File: config.mk
export PLATFORM = sky130hd
export DESIGN_NAME = can_rx_destuff
export DESIGN_NICKNAME = d
export VERILOG_FILES = /design/src/rtl/can_rx_destuff.sv
export SDC_FILE = /design/constraint.sdc
export NUM_CORES = 1
export LEC_CHECK = 0
export CAP_MARGIN = 0
export CORE_MARGIN = 2
export CORE_UTILIZATION = 30
export CTS_BUF_LIST = sky130_fd_sc_hd__clkbuf_8
export CTS_CLUSTER_DIAMETER = 30
export DETAILED_ROUTE_END_ITERATION = 10
export PLACE_DENSITY_LB_ADDON = 0.25
export SLEW_MARGIN = 20
export SYNTH_ARGS = -nofsm -noshare
export SYNTH_HDL_FRONTEND = slang
export SYNTH_SLANG_ARGS = --single-unit
File: constraint.sdc
create_clock -name i_Clock -period 3.31 [get_ports i_Clock]
set_clock_uncertainty 0.05 [all_clocks]
set_input_delay 0.993 -clock i_Clock [delete_from_list [all_inputs] [get_ports i_Clock]]
set_output_delay 0.993 -clock i_Clock [all_outputs]
set_load 0.01 [all_outputs]
File: src/rtl/can_rx_destuff.sv
// CAN bit-stream receiver: samples the synchronized bus at mid-bit, removes stuff bits
// up to the end of the CRC field and presents the fixed 108-bit destuffed frame.
//
//   state | meaning
//   ------+---------------------------------------------------------------
//   IDLE  | waiting for a synchronized dominant level (armed after reset)
//   START | counting to the SOF mid-bit point, confirms or rejects SOF
//   DATA  | sampling one bit per bit time, destuffing and storing
//   DONE  | publishing the captured frame and pulsing o_Rx_DV
module can_rx_destuff #(
    parameter int CLKS_PER_BIT = 10
) (
    input  logic         i_Clock,
    input  logic         i_Rst_n,
    input  logic         i_Rx_Serial,
    output logic         o_Rx_DV,
    output logic [0:107] o_Rx_Byte,
    output logic         o_Stuff_Err,
    output logic         o_Rx_Active
);

    localparam int CW = $clog2(CLKS_PER_BIT);
    localparam logic [CW-1:0] HALF_CNT = CW'((CLKS_PER_BIT - 1) / 2);
    localparam logic [CW-1:0] BIT_CNT  = CW'(CLKS_PER_BIT - 1);
    localparam logic [6:0]    LAST_IDX       = 7'd107;
    localparam logic [6:0]    LAST_STUFF_IDX = 7'd98;

    typedef enum logic [1:0] {IDLE, START, DATA, DONE} state_t;

    state_t         state_q, state_d;
    logic           sync1_q, sync1_d;
    logic           sync2_q, sync2_d;
    logic [1:0]     sync_vld_q, sync_vld_d;
    logic           armed_q, armed_d;
    logic [CW-1:0]  cnt_q, cnt_d;
    logic [6:0]     idx_q, idx_d;
    logic [2:0]     run_q, run_d;
    logic           run_val_q, run_val_d;
    logic [0:107]   shreg_q, shreg_d;
    logic [0:107]   byte_q, byte_d;
    logic           dv_q, dv_d;
    logic           err_q, err_d;
    logic           active_q, active_d;

    logic rx;
    assign rx = sync2_q;

    always_ff @(posedge i_Clock or negedge i_Rst_n) begin
        if (!i_Rst_n) begin
            state_q    <= IDLE;
            sync1_q    <= 1'b1;
            sync2_q    <= 1'b1;
            sync_vld_q <= 2'b00;
            armed_q    <= 1'b0;
            cnt_q      <= '0;
            idx_q      <= '0;
            run_q      <= '0;
            run_val_q  <= 1'b0;
            shreg_q    <= '0;
            byte_q     <= '0;
            dv_q       <= 1'b0;
            err_q      <= 1'b0;
            active_q   <= 1'b0;
        end else begin
            state_q    <= state_d;
            sync1_q    <= sync1_d;
            sync2_q    <= sync2_d;
            sync_vld_q <= sync_vld_d;
            armed_q    <= armed_d;
            cnt_q      <= cnt_d;
            idx_q      <= idx_d;
            run_q      <= run_d;
            run_val_q  <= run_val_d;
            shreg_q    <= shreg_d;
            byte_q     <= byte_d;
            dv_q       <= dv_d;
            err_q      <= err_d;
            active_q   <= active_d;
        end
    end

    always_comb begin
        sync1_d    = i_Rx_Serial;
        sync2_d    = sync1_q;
        sync_vld_d = {sync_vld_q[0], 1'b1};
        // The preset synchronizer value must not arm the receiver; wait for a real recessive sample.
        armed_d    = armed_q | (sync_vld_q[1] & rx);
        state_d    = state_q;
        cnt_d      = cnt_q;
        idx_d      = idx_q;
        run_d      = run_q;
        run_val_d  = run_val_q;
        shreg_d    = shreg_q;
        byte_d     = byte_q;
        dv_d       = 1'b0;
        err_d      = 1'b0;
        active_d   = active_q;

        case (state_q)
            IDLE: begin
                if (!rx && armed_q) begin
                    state_d = START;
                    cnt_d   = HALF_CNT;
                end
            end
            START: begin
                if (cnt_q != '0) begin
                    cnt_d = cnt_q - CW'(1);
                end else if (!rx) begin
                    state_d   = DATA;
                    cnt_d     = BIT_CNT;
                    shreg_d   = {shreg_q[1:107], 1'b0};
                    idx_d     = 7'd1;
                    run_d     = 3'd1;
                    run_val_d = 1'b0;
                    active_d  = 1'b1;
                end else begin
                    state_d = IDLE;
                end
            end
            DATA: begin
                if (cnt_q != '0) begin
                    cnt_d = cnt_q - CW'(1);
                end else begin
                    cnt_d = BIT_CNT;
                    // idx_q counts stored bits, so 98 still covers the stuff bit after CRC bit 97.
                    if (run_q == 3'd5 && idx_q <= LAST_STUFF_IDX) begin
                        if (rx != run_val_q) begin
                            run_d     = 3'd1;
                            run_val_d = rx;
                        end else begin
                            err_d    = 1'b1;
                            active_d = 1'b0;
                            state_d  = IDLE;
                        end
                    end else begin
                        shreg_d = {shreg_q[1:107], rx};
                        idx_d   = idx_q + 7'd1;
                        if (rx == run_val_q) begin
                            run_d = run_q + 3'd1;
                        end else begin
                            run_d     = 3'd1;
                            run_val_d = rx;
                        end
                        if (idx_q == LAST_IDX) begin
                            state_d = DONE;
                        end
                    end
                end
            end
            DONE: begin
                byte_d   = shreg_q;
                dv_d     = 1'b1;
                active_d = 1'b0;
                state_d  = IDLE;
            end
            default: state_d = IDLE;
        endcase
    end

    assign o_Rx_DV     = dv_q;
    assign o_Rx_Byte   = byte_q;
    assign o_Stuff_Err = err_q;
    assign o_Rx_Active = active_q;

endmodule

==> results.yml <==
outcome:
  outcome: "completed"
cells_and_area:
  layout.nets: 754
  antenna_cells: 0
  stdcell_area_mm2: 0.0123
  areaGrowthSynthToFinish_pct: 31.9
  fin_util_pct: 40.3
  fin_cells: 1182
  layout_common_cells: "dfrtp_1, mux2_2, clkdlybuf4s50_1"
  final_common_cell: "dfrtp_1"
  drive_above_1_share_pct: 40.5
clocking:
  cts_resized: 0
  worstSkewPairLatency_ps: 560
  htreeDepth: 2
  cts_setup_buffers: 0
  cts_hold_buffers: 0
  cts_tree: "done"
  numCtsBuffers: 54
  cts-root-buf: "clkbuf_8"
  path_clk_slew_ps: 50
  clock_tree.buffer_depth: 3
  clock_sinks: 241
placement:
  io_buffers: 113
  gp_congestion: 0.818
  place_inst: 1082
  dp_hpwl_um: 11100
  placedInstanceArea_mm2: 0.0110
  dp_slack_ps: 744
power_and_ir_drop:
  max-vdd-ir-drop_uv: 283
  p_leak_nw: 5.98
  p_per_area_mw_per_mm2: 689
yosys:
  seq_area_frac_synth_pct: 64.6
  syn_avg_cell_area_um2: 15.8
  netlist_instances: 592
  syn-num-nets: 604
  ys_async_sr_fraction_pct: 100
  synthFlopType: "dfrtp_1"
  netlist_area_mm2: 0.00934
  synth_warnings: 0
  synth_edf_count: 0
  yosys_register_bits: 241
  synth_cell_types: 47
critical_path:
  r2r_slack_ps: 710
  end_kind: "flip-flop"
  setup.worst_path.start_class: "flip-flop"
  cp_max_fo: 12
  rr_worst_depth: 7
  r2r-start: "state_q[0]$_DFFE_PN0P_"
  cp.arrival_ps: 3030
  path_class: "flip-flop to flip-flop"
  r2r-end: "idx_q[5]$_DFFE_PN0P_"
  required_ps: 3750
route:
  wl_um: 17700
  first_iter_violations: 248
  remaining_drc_errors: 0
  avgViaCountPerCell: 4.51
  vias: 5329
  wire_per_inst_um: 15.0
  dr.pass1.iters: 4
  ant_nets: 0
sta:
  period_needed_ps: 2600
  worst_pin_slew_ps: 814
  layout_setup_ws_ps: 713
  hold_viol: 0
  fmaxAchievable_mhz: 385
  finalSetupViolations: 0
  maxSlewViolCount: 0
  timing.final.crit_share_pct: 78.4
  timing.setup.tns_ps: 0
  rsz0062_at_grt: "false"
  relSlewSlack_pct: 45.3
die:
  fp.dieH_um: 180
  die_x_um: 180
  start_util_pct: 30.5
  rows: 64
  io_pins: 114
  core_mm2: 0.0306
  die-area_mm2: 0.0326
global_routing:
  grt_pass1_vias: 5826
  grt_max_degree: 105
  grtUsageTotal_pct: 11.3
  grt_pass1_wl_um: 30500
  grt_overflow: 0
  antenna_found_initial: 0
worst_hold_path:
  hold_path.class: "input port to asynchronous set/reset pin"
run:
  maxCapViolCount: 0
critical path: stages, from the launching register on:
cell and delay [ps]:
dfrtp_1 430, inv_1 90, ha_1 330, nor2_1 260, a21oi_2 110, or4b_1 660
or4_1 500, nand2_1 80
cells in the mapped netlist (4+ instances only):
| master | n | area [µm²] |
|---|---|---|
| dfrtp_1 | 239 | 5980 |
| mux2_2 | 208 | 2340 |
| clkbuf_1 | 12 | 45.0 |
| inv_1 | 12 | 45.0 |
| nor2_1 | 12 | 45.0 |
| buf_2 | 11 | 55.1 |
| mux2_1 | 10 | 113 |
| nand2_1 | 10 | 37.5 |
| ha_1 | 9 | 113 |
| a21oi_1 | 5 | 25.0 |
| o211ai_1 | 5 | 37.5 |
| o21ai_0 | 5 | 25.0 |
| nor3_1 | 4 | 20.0 |
stage by stage:
stage | hold WS [ps] | total power (W)
2_1_floorplan | 281 | 0.00416
3_3_place_gp | 284 | 0.00451
3_5_place_dp | 291 | 0.00458
4_1_cts | 260 | 0.00865
5_1_grt | 279 | 0.00895
6_report | 282 | 0.00848
sequential cells by signal, summed over array words and instances, names as in the netlist, 2 cells and up:
name        flops
state_q         2
idx_q           7
run_q           3
o_Rx_Byte     108
cnt_q           4
sync_vld_q      2
shreg_q       108
kinds of logic (layout without fill, tap and decap cells):
family	Yosys count	count (layout)	share of synthesized area, %
adders and majority gates	9	9	1.21
DFF	241	241	64.6
AOI/OAI and AO/OA	33	33	2.72
xor gates and xnor gates	2	2	0.188
buffers and inverters	38	232	1.75
and+or+nand+nor	48	48	2.99
muxes	220	220	26.5
other	1	1	0.0402
where the power goes:
group	switching, W	internal (W)
combinational	0.000720	0.000588
clock	0.00139	0.00260
sequential	0.000115	0.00308
total	0.00222	0.00626
routing by layer:
layer	track usage [%]	part of all wire [%]	vias to the layer above	wire length (µm)
met5	0	0	-	0
met4	4.55	2.9	0	515
met3	3.90	7.5	51	1330
met2	17.6	46	159	8110
met1	14.3	44	2683	7750
li1	-	-	2436	-
area by class of cell:
class / instances / area (µm²)
clock buffer: 62 / 853
clock inverter: 38 / 489
fill: 2851 / 18300
inverter: 12 / 45.0
multi-input combinational: 313 / 3150
sequential: 241 / 6030
tap: 396 / 495
timing repair buffer: 120 / 1250
worst max path at each step:
stage | start | end | slack [ps] | cells after the start
2_1_floorplan | cnt_q[0]$_DFFE_PN0P_ | idx_q[5]$_DFFE_PN0P_ | 1010 | 8
3_3_place_gp | state_q[0]$_DFFE_PN0P_ | idx_q[5]$_DFFE_PN0P_ | 830 | 7
3_5_place_dp | state_q[0]$_DFFE_PN0P_ | idx_q[5]$_DFFE_PN0P_ | 740 | 7
4_1_cts | state_q[0]$_DFFE_PN0P_ | shreg_q[90]$_DFFE_PN0P_ | 710 | 8
5_1_grt | state_q[0]$_DFFE_PN0P_ | shreg_q[78]$_DFFE_PN0P_ | 550 | 8
6_report | state_q[0]$_DFFE_PN0P_ | idx_q[5]$_DFFE_PN0P_ | 710 | 7
No activity file was read; power rests on OpenSTA's default activity.
